--- src/rtl/lockin_channel_scheduler.sv ---
// lockin_channel_scheduler: time-multiplexes one lock-in datapath across a table of reference tuning words,
// running one pass per enabled channel for each filled half of the audio double buffer.
module lockin_channel_scheduler #(
    parameter int NUM_CHANNELS      = 4,
    parameter int FREQUENCY_SIZE_IN = 13,
    parameter int TIMEOUT_CYCLES    = 8192
) (
    input  logic                            clk,
    input  logic                            reset_n,
    input  logic                            enable,
    input  logic                            cfg_wr_en,
    input  logic [$clog2(NUM_CHANNELS)-1:0] cfg_wr_ch,
    input  logic [FREQUENCY_SIZE_IN-1:0]    cfg_wr_word,
    input  logic [NUM_CHANNELS-1:0]         channel_mask,
    input  logic                            buffer_ready,
    output logic                            buffer_release,
    output logic                            lockin_go,
    output logic [FREQUENCY_SIZE_IN-1:0]    tuning_word_out,
    input  logic                            lockin_done,
    output logic [$clog2(NUM_CHANNELS)-1:0] active_channel,
    output logic                            busy,
    output logic                            overrun,
    output logic                            timeout_err,
    output logic [15:0]                     sweep_count
);
    localparam int CW = $clog2(NUM_CHANNELS);
    localparam int PW = CW + 1;
    localparam int WW = $clog2(TIMEOUT_CYCLES + 1);
    localparam logic [2:0] IDLE      = 3'd0;
    localparam logic [2:0] SELECT    = 3'd1;
    localparam logic [2:0] LAUNCH    = 3'd2;
    localparam logic [2:0] GO        = 3'd3;
    localparam logic [2:0] WAIT_DONE = 3'd4;
    localparam logic [2:0] RELEASE   = 3'd5;

    logic [2:0]                   state;
    logic [FREQUENCY_SIZE_IN-1:0] tune_table [2**CW];
    logic [PW-1:0]                ptr;
    logic [WW-1:0]                watchdog;
    logic                         buffer_ready_q;
    logic                         rise;
    logic                         found;
    logic                         pass_end;
    logic [CW-1:0]                next_ch;

    assign rise     = buffer_ready & ~buffer_ready_q;
    assign busy     = state != IDLE;
    assign pass_end = lockin_done || watchdog == WW'(TIMEOUT_CYCLES - 1);

    // lowest enabled channel at or above ptr; ptr == NUM_CHANNELS naturally finds nothing
    always_comb begin
        found   = 1'b0;
        next_ch = '0;
        for (int i = NUM_CHANNELS - 1; i >= 0; i--) begin
            if (channel_mask[i] && PW'(i) >= ptr) begin
                found   = 1'b1;
                next_ch = CW'(i);
            end
        end
    end

    always_ff @(posedge clk or negedge reset_n) begin
        if (!reset_n) begin
            for (int i = 0; i < 2**CW; i++) tune_table[i] <= '0;
        end else if (cfg_wr_en) begin
            tune_table[cfg_wr_ch] <= cfg_wr_word;
        end
    end

    always_ff @(posedge clk or negedge reset_n) begin
        if (!reset_n) begin
            state           <= IDLE;
            ptr             <= '0;
            watchdog        <= '0;
            buffer_ready_q  <= 1'b0;
            buffer_release  <= 1'b0;
            lockin_go       <= 1'b0;
            tuning_word_out <= '0;
            active_channel  <= '0;
            overrun         <= 1'b0;
            timeout_err     <= 1'b0;
            sweep_count     <= '0;
        end else begin
            buffer_ready_q <= buffer_ready;
            buffer_release <= 1'b0;
            lockin_go      <= 1'b0;
            timeout_err    <= 1'b0;
            overrun        <= rise && busy;
            case (state)
                IDLE: begin
                    if (rise && enable) begin
                        state <= SELECT;
                        ptr   <= '0;
                    end
                end
                SELECT: begin
                    state <= found ? LAUNCH : RELEASE;
                    if (found) active_channel <= next_ch;
                end
                LAUNCH: begin
                    tuning_word_out <= tune_table[active_channel];
                    watchdog        <= '0;
                    state           <= GO;
                end
                GO: begin
                    lockin_go <= 1'b1;
                    watchdog  <= watchdog + WW'(1);
                    state     <= WAIT_DONE;
                end
                WAIT_DONE: begin
                    watchdog <= watchdog + WW'(1);
                    if (pass_end) begin
                        timeout_err <= !lockin_done;
                        ptr         <= PW'(active_channel) + PW'(1);
                        state       <= SELECT;
                    end
                end
                RELEASE: begin
                    buffer_release <= 1'b1;
                    sweep_count    <= sweep_count + 16'd1;
                    state          <= IDLE;
                end
                default: state <= IDLE;
            endcase
        end
    end
endmodule

--- config.mk ---
export PLATFORM = sky130hd
export DESIGN_NAME = lockin_channel_scheduler
export DESIGN_NICKNAME = d
export VERILOG_FILES = /design/src/rtl/lockin_channel_scheduler.sv
export SDC_FILE = /design/constraint.sdc
export NUM_CORES = 1
export LEC_CHECK = 0
export BUFFER_PORTS_ARGS = -buffer_cell sky130_fd_sc_hd__buf_2
export CORE_ASPECT_RATIO = 0.8
export CORE_UTILIZATION = 40
export CTS_CLUSTER_DIAMETER = 120
export DETAILED_ROUTE_END_ITERATION = 6
export GPL_TIMING_DRIVEN = 0
export MAX_ROUTING_LAYER = met4
export SYNTH_ARGS = -nofsm -noshare
export SYNTH_HDL_FRONTEND = slang
export SYNTH_SLANG_ARGS = --single-unit
export TNS_END_PERCENT = 10
--- constraint.sdc ---
create_clock -name clk -period 2 [get_ports clk]
set_input_delay 0.1 -clock clk [delete_from_list [all_inputs] [get_ports clk]]
set_output_delay 0.1 -clock clk [all_outputs]
set_load 0.02 [all_outputs]
; Word-level counts from Yosys, hierarchy flattened
; Index checks and enable logic that the tools add are counted.
[word_totals]
ram_bits = 0
register_bits = 108
mem_count = 0
latchBits = 0
input_bits = 25
romBits = 0
[op_classes]
shifts = 0
n_eq_ne = 8
muxes = 26
div_mod_pow = 0
reduce_logical = 17
n_lt_le_gt_ge = 7
addsub = 3
n_mul = 0
n_bitwise = 4
[op_table]
columns = operator, count
row1 = $bwmux W52, 1
row2 = $mux W13, 3
row3 = $pmux W14 S2, 1
row4 = $bmux W13 S2, 1
row5 = $demux W13 S2, 1
row6 = $add A16 B1 Y16 const B, 1
row7 = $mux W3, 5
row8 = $pmux W3 S5, 1
row9 = $add A14 B1 Y14 const B, 1
row10 = $eq A14 B13 Y1 const B, 1
row11 = $mux W1, 8
row12 = $mux W2, 4
row13 = $logic_and A1 B1 Y1, 7
row14 = $eq A3 B2 Y1 const B, 2
row15 = $eq A3 B3 Y1 const B, 2
row16 = $ge A1 B3 Y1 const A, 2
row17 = $ge A2 B3 Y1 const A, 2
row18 = $ge A3 B3 Y1 const B, 2
row19 = $not A2 Y3, 2
row20 = $pmux W3 S2, 1
row21 = $ne A2 B2 Y1 const B, 2
row22 = $reduce_and A2 Y1, 2
row23 = $reduce_bool A2 Y1, 2
row24 = $add A2 B1 Y3 const B, 1
row25 = other kinds (10), 10

; Logic depth before layout (Yosys ltp)
; Gate-level depths: netlist (run 1).
[depth]
word_depth = 8
ltp_mapped = 6

; Worst setup path before layout (run 1)
; Ideal clock, no wire load.
[synth_path]
kind = flip-flop to flip-flop
start = register active_channel[0]
end = register tuning_word_out[10]
slack_ns = 0.289
required_time_ns = 1.883
path_buffers = 2
setup_time_ns = 0.117
arrival_ns = 1.595
path_stages_with_launch = 6
cell_sequence = dfrtp_1 > buf_2 > buf_2 > mux4_2 > nand2_1 > nand2_1
[synth_via]
elab_chain_len = 4
[synth_lines]
columns = item, line_no
row1 = "start, declared", 20  ; output logic [$clog2(NUM_CHANNELS)-1:0] active_channel,
row2 = "start signal, assigned", 98  ; if (found) active_channel <= next_ch;
row3 = $not A2 Y3 (not written as such), 101  ; tuning_word_out <= tune_table[active_channel];
row4 = $bmux W13 S2, 101
row5 = $mux W13 (not written as such) (2 in series), 101
row6 = "end signal, assigned", 101
row7 = "end, declared", 18  ; output logic [FREQUENCY_SIZE_IN-1:0] tuning_word_out,
; Every way passes these cells. The select of a mux whose other input is x is not followed.
; A chain may end at the register's enable or synchronous reset.

; Worst setup path in the final report (run 1)
[layout_path]
start = register active_channel[0]
end = register tuning_word_out[11]
; The elaborated chain is that of the path after synthesis.

==> impl_metrics.json, run 1 <==
{
  "cts_buffers": 9,
  "hold_viol_final": 0,
  "port_buffers": 60,
  "yosysSeqAreaShare": 0.544,
  "path_cells": "buf_2, buf_2, mux4_2, nand2_1, nand2_1",
  "relSlewSlack": 0.508,
  "dr_total_vias": 3194,
  "die_h_um": 102,
  "syn_inst": 391,
  "outcome": "complete, no violations",
  "drive_gt1_frac": 0.370,
  "p_leak_nw": 2.74,
  "netSwitchingFraction": 0.337,
  "drt-wirelength-per-cell_um": 16.3,
  "critPathSlowestCell": "mux4_2",
  "grt_use_total": 0.175,
  "powerDensity_nw_per_um2": 1230,
  "cpPeakStageDelay_ns": 0.55,
  "path_class": "flip-flop to flip-flop",
  "cp_data_arrival_time_ns": 2.03,
  "setup_slack_ns": 0.204,
  "cts_root_buf": "clkbuf_16",
  "hpwlAfterDp_mm": 7.05,
  "finalCritPeriodShare": 0.898,
  "finalPower_mw": 7.13,
  "p_sw_mw": 2.40,
  "antenna_found_initial": 0,
  "start_kind": "flip-flop",
  "row_count": 36,
  "pwr-share-clk": 0.254,
  "finalSetupViolCount": 0,
  "preCtsSetupSlack_ns": 0.0397,
  "synth_top_area_share": 0.544,
  "area_growth_pct": 17.0,
  "power_frac_seq": 0.416,
  "diodes": 0,
  "htree_num_levels": 3,
  "final_cell_count_no_fill": 620,
  "post_cts_buffers": 0,
  "routed_wl_mm": 10.1,
  "r2r_slack_ns": 0.20,
  "whs_path_depth": 2,
  "r2r-end": "tuning_word_out[11]",
  "ant_nets": 0,
  "vias_per_cell": 5.15,
  "synth-seq-cells": 108,
  "max_freq_mhz": 557,
  "cts.sinks": 108,
  "fin_skew_ns": 0.00675,
  "slew_viol_final": 0,
  "num_io_pins": 61,
  "nets": 492,
  "synth_area_um2": 4960,
  "start_util": 0.410,
  "p_int_mw": 4.73,
  "insertion_delay_ns": 0.35,
  "drt_iter0_markers": 212,
  "hp-start": "cfg_wr_word[7]",
  "fin_crit_ns": 1.80,
  "rr_worst_depth": 5,
  "dpl_cell_area_um2": 5490,
  "rsz0062_at_grt": "no",
  "crit_required_ns": 2.24,
  "async_flop_share": 1.00,
  "clk_pin_slew_worst_paths_ns": 0.07,
  "dr.pass1.iters": 4,
  "grt_max_degree": 73,
  "final_util": 0.479,
  "gp_congestion": 0.766,
  "hold_class": "primary input to flip-flop",
  "place_inst": 604,
  "holdPathEnd": "tune_table[20]",
  "synthFlopType": "dfrtp_1",
  "crit_buf_inv": 2,
  "ys_warn_count": 0,
  "yosysTopAreaCell": "dfrtp_1",
  "r2r_start": "active_channel[0]",
  "tritoncts": "done",
  "grt_pass1_vias": 3163,
  "cp_top_family": "buffers and inverters",
  "synth.avg_cell_area_um2": 12.7,
  "crit_fanout": 10,
  "drc": 0,
  "power_frac_comb": 0.330,
  "drv_cap": 0,
  "yosysMostFrequentCell": "dfrtp_1",
  "grt_pass1_wl_mm": 16.6,
  "core_um2": 12100,
  "synth_cell_types": 60,
  "synth_common_cells": "dfrtp_1 (108), nand2_1 (56), mux2_2 (53)",
  "die_w_um": 127,
  "grt_overflow": 0,
  "ir_worst_vdd_uv": 579,
  "final_area_um2": 5810,
  "clockBufferDepth": 2,
  "end_kind": "flip-flop",
  "yosys-top-cells-area": "dfrtp_1 (54%), mux2_2 (12%), mux4_2 (5.9%), nand2_1 (4.2%), xnor2_1 (1.9%)",
  "die_area_um2": 12900,
  "synth_nets": 419,
  "worst_pin_slew_ns": 0.738,
  "synth-edff-count": 0
}
repair_timing:
action | 4_1_cts | 5_1_grt
hold buffers | 2 | 0
endpoints found under the setup margin | 0 | 3
endpoints found under the hold margin | 37 | 0
resized for setup | 0 | 1
cell families (layout without fill, tap and decap cells):
kind of cell | Yosys count | in the layout | synth area share
muxes | 71 | 71 | 0.189
and+or+nand+nor | 128 | 128 | 0.144
buffers and inverters | 25 | 102 | 0.0297
DFF | 108 | 108 | 0.544
AOI/OAI and AO/OA | 41 | 41 | 0.0582
xor gates and xnor gates | 15 | 15 | 0.0265
adders and majority gates | 3 | 3 | 0.00756
how the worst max path moves through the flow:
stage	from	to	depth (start not counted)
floorplan	active_channel[0]	tuning_word_out[10]	5
global placement	reset_n	tune_table[17]	1
detailed placement	watchdog[0]	watchdog[10]	6
CTS	watchdog[0]	watchdog[10]	6
global route	active_channel[0]	tuning_word_out[11]	5
finish	active_channel[0]	tuning_word_out[11]	5
per-stage QoR:
stage | setup TNS, ns | hold slack [ns]
after floorplan | 0 | -0.196
after global placement | -41.97 | 0.227
after detailed placement | 0 | 0.114
after CTS | 0 | 0.0121
after global routing | 0 | 0.0104
final | 0 | 0.0221
cell type report:
type	instances	area (um2)
tap	152	190
sequential	108	2700
buffer	18	121
timing repair buffer	63	350
fill	1089	6310
multi-input combinational	258	2120
inverter	6	22.5
clock buffer	11	243
clock inverter	4	56.3
registers in the layout, indices dropped and copies added (netlist names), 2 cells and up:
signal,flops
active_channel,2
tuning_word_out,13
watchdog,14
ptr,3
sweep_count,16
state,3
tune_table,52
power by group through the flow:
| stage | clock network (mW) | logic [mW] | registers [mW] |
|---|---|---|---|
| after detailed placement | 0 | 2.39 | 3.01 |
| after global routing | 1.95 | 2.62 | 3.03 |
| final | 1.81 | 2.35 | 2.97 |
| after floorplan | 0 | 1.52 | 3.16 |
| after CTS | 1.87 | 2.39 | 2.98 |
| after global placement | 0 | 2.33 | 2.99 |
cell usage in the layout, fill, tap and decap left out, types with 5 or more instances in the layout:
cell       instances
clkbuf_16          9
inv_1              5
nand3_1           12
buf_2             66
nand2_1           56
a31oi_1            7
nand4_1            6
mux2i_1            5
buf_4              5
xnor2_1           11
mux2_2            53
dfrtp_1          108
nor2_1            15
a21oi_1            7
o21ai_0            5
mux4_2            13
metal layers:
layer | global-route usage | wire [um] | vias up
li1 | - | - | 1553
met1 | 0.227 | 4810 | 1567
met2 | 0.274 | 4770 | 64
met3 | 0.0470 | 446 | 10
met4 | 0.0463 | 90 | 0
met5 | - | 0 | -
Power figures use the tool's default switching activity.
==> run 2: changes to the inputs <==
SETUP_SLACK_MARGIN = 0.3   (was unset)
==> run 2 against run 1 <==
  * Final cell count up 0.81%
  * Routed wire length shrank 0.64%
  * Worst setup slack gained 0.16 ns
  * Total power increased by 1.7%
  * Via count increased by 3.1%
  * Die area did not move
  * Register-to-register slack improved by 0.20 ns
  * Non-clock buffer count rose by 5
  * Clock power about the same
  * Sequential power about the same
  * Critical endpoint is now busy
==> impl_metrics.json, run 2 (synthesis gave the netlist of run 1 again) <==
{
  "grt_max_degree": 66,
  "drv_cap": 0,
  "cts.sinks": 108,
  "tritoncts": "done",
  "nets": 497,
  "crit_end": "busy",
  "clockBufferDepth": 2,
  "finalPower_mw": 7.25,
  "rr_worst_depth": 5,
  "start_kind": "flip-flop",
  "relSlewSlack": 0.549,
  "hpwlAfterDp_mm": 6.92,
  "final_common_cell": "dfrtp_1",
  "core_um2": 12100,
  "cp.depth": 3,
  "drt-wirelength-per-cell_um": 16.1,
  "drc": 0,
  "start_util": 0.410,
  "max_flop_register": "tune_table",
  "r2r_slack_ns": 0.40,
  "cp_top_family": "flip-flops",
  "ir_worst_vdd_uv": 520,
  "path_class": "flip-flop to primary output",
  "fin_crit_ns": 1.63,
  "largest_reg_flops": 52,
  "insertion_delay_ns": 0.34,
  "path_cells": "buf_4, or3_1, buf_2",
  "clk_pin_slew_worst_paths_ns": 0.07,
  "finalCritPeriodShare": 0.816,
  "critPathSlowestCell": "dfrtp_2",
  "die_h_um": 102,
  "dr.pass1.iters": 4,
  "crit_required_ns": 1.90,
  "fin_skew_ns": 0.00606,
  "antenna_found_initial": 0,
  "vias_per_cell": 5.27,
  "p_leak_nw": 2.80,
  "hold_viol_final": 0,
  "die_w_um": 127,
  "setup_slack_ns": 0.368,
  "routed_wl_mm": 10.1,
  "cp-startpoint": "state[1]",
  "drive_gt1_frac": 0.387,
  "outcome": "complete, no violations",
  "end_kind": "primary output",
  "finalSetupViolCount": 0,
  "r2r-end": "sweep_count[15]",
  "r2r_start": "state[2]",
  "crit_buf_inv": 2,
  "grt_use_total": 0.177,
  "cts_buffers": 9,
  "dr_total_vias": 3292,
  "area_growth_pct": 19.0,
  "slew_viol_final": 0,
  "powerDensity_nw_per_um2": 1230,
  "hold_class": "primary input to flip-flop",
  "final_cell_mix": "dfrtp_1 (106), buf_2 (64), nand2_1 (56)",
  "diodes": 0,
  "ant_nets": 0,
  "grt_pass1_vias": 3326,
  "final_cell_count_no_fill": 625,
  "crit_fanout": 10,
  "htree_num_levels": 3,
  "cts_root_buf": "clkbuf_16",
  "rsz0062_at_grt": "yes",
  "max_freq_mhz": 613,
  "cpPeakStageDelay_ns": 0.45,
  "grt_pass1_wl_mm": 17.1,
  "gp_congestion": 0.817,
  "place_inst": 604,
  "die_area_um2": 12900,
  "row_count": 36,
  "num_io_pins": 61,
  "reg.largest.list": "tune_table: 52 flops, sweep_count: 16 flops, watchdog: 14 flops",
  "cp_data_arrival_time_ns": 1.53,
  "worst_pin_slew_ns": 0.676,
  "drt_iter0_markers": 180,
  "preCtsSetupSlack_ns": 0.0308,
  "grt_overflow": 0,
  "port_buffers": 60
}
-- run 2: power breakdown --
group          leakage, nW  total (mW)  switching, mW  internal, mW
registers             1.36        2.97          0.314          2.65
clock network        0.149        1.80          0.791          1.01
logic                 1.29        2.49           1.33          1.16
-- run 2: how the worst min path moves through the flow --
| stage | start | to | cells past startpoint |
|---|---|---|---|
| 2_1_floorplan | reset_n | active_channel[0] | 0 |
| 3_3_place_gp | buffer_ready | buffer_ready_q | 1 |
| 3_5_place_dp | reset_n | watchdog[1] | 1 |
| 4_1_cts | cfg_wr_word[3] | tune_table[29] | 2 |
| 5_1_grt | cfg_wr_word[3] | tune_table[29] | 2 |
| 6_report | cfg_wr_word[3] | tune_table[29] | 2 |
-- run 2: timing repair --
item                                   4_1_cts  5_1_grt
endpoints found under the hold margin       44        0
gates resized for setup                      5        7
setup endpoints to repair                   17       25
pin swaps                                    1        0
hold buffers                                 2        0
setup buffers                                1        3
-- run 2: per-stage QoR --
step | utilization | setup TNS, ns | hold slack [ns] | cell area, um2
after detailed placement | 0.453 | 0 | 0.162 | 5490
after global routing | 0.488 | 0 | 0.0300 | 5910
final | 0.488 | 0 | 0.0283 | 5910
after CTS | 0.482 | 0 | 0.0146 | 5840
after global placement | 0.450 | -44.60 | 0.229 | 5460
after floorplan | - | 0 | -0.196 | 4970
-- run 2: final cells by class --
type	count	area, um2
clock buffers	10	239
inverters	6	22.5
multi-input cells	258	2160
clock inverters	5	61.3
fillers	1088	6210
repair buffers	67	393
flip-flops and latches	108	2710
well taps	152	190
plain buffers	19	136
-- run 2: layer usage --
layer	vias up	part of all wire	track usage
met5	-	0	-
met4	0	0.0064	0.0454
met3	8	0.038	0.0412
met2	60	0.48	0.283
met1	1667	0.48	0.229
li1	1557	-	-
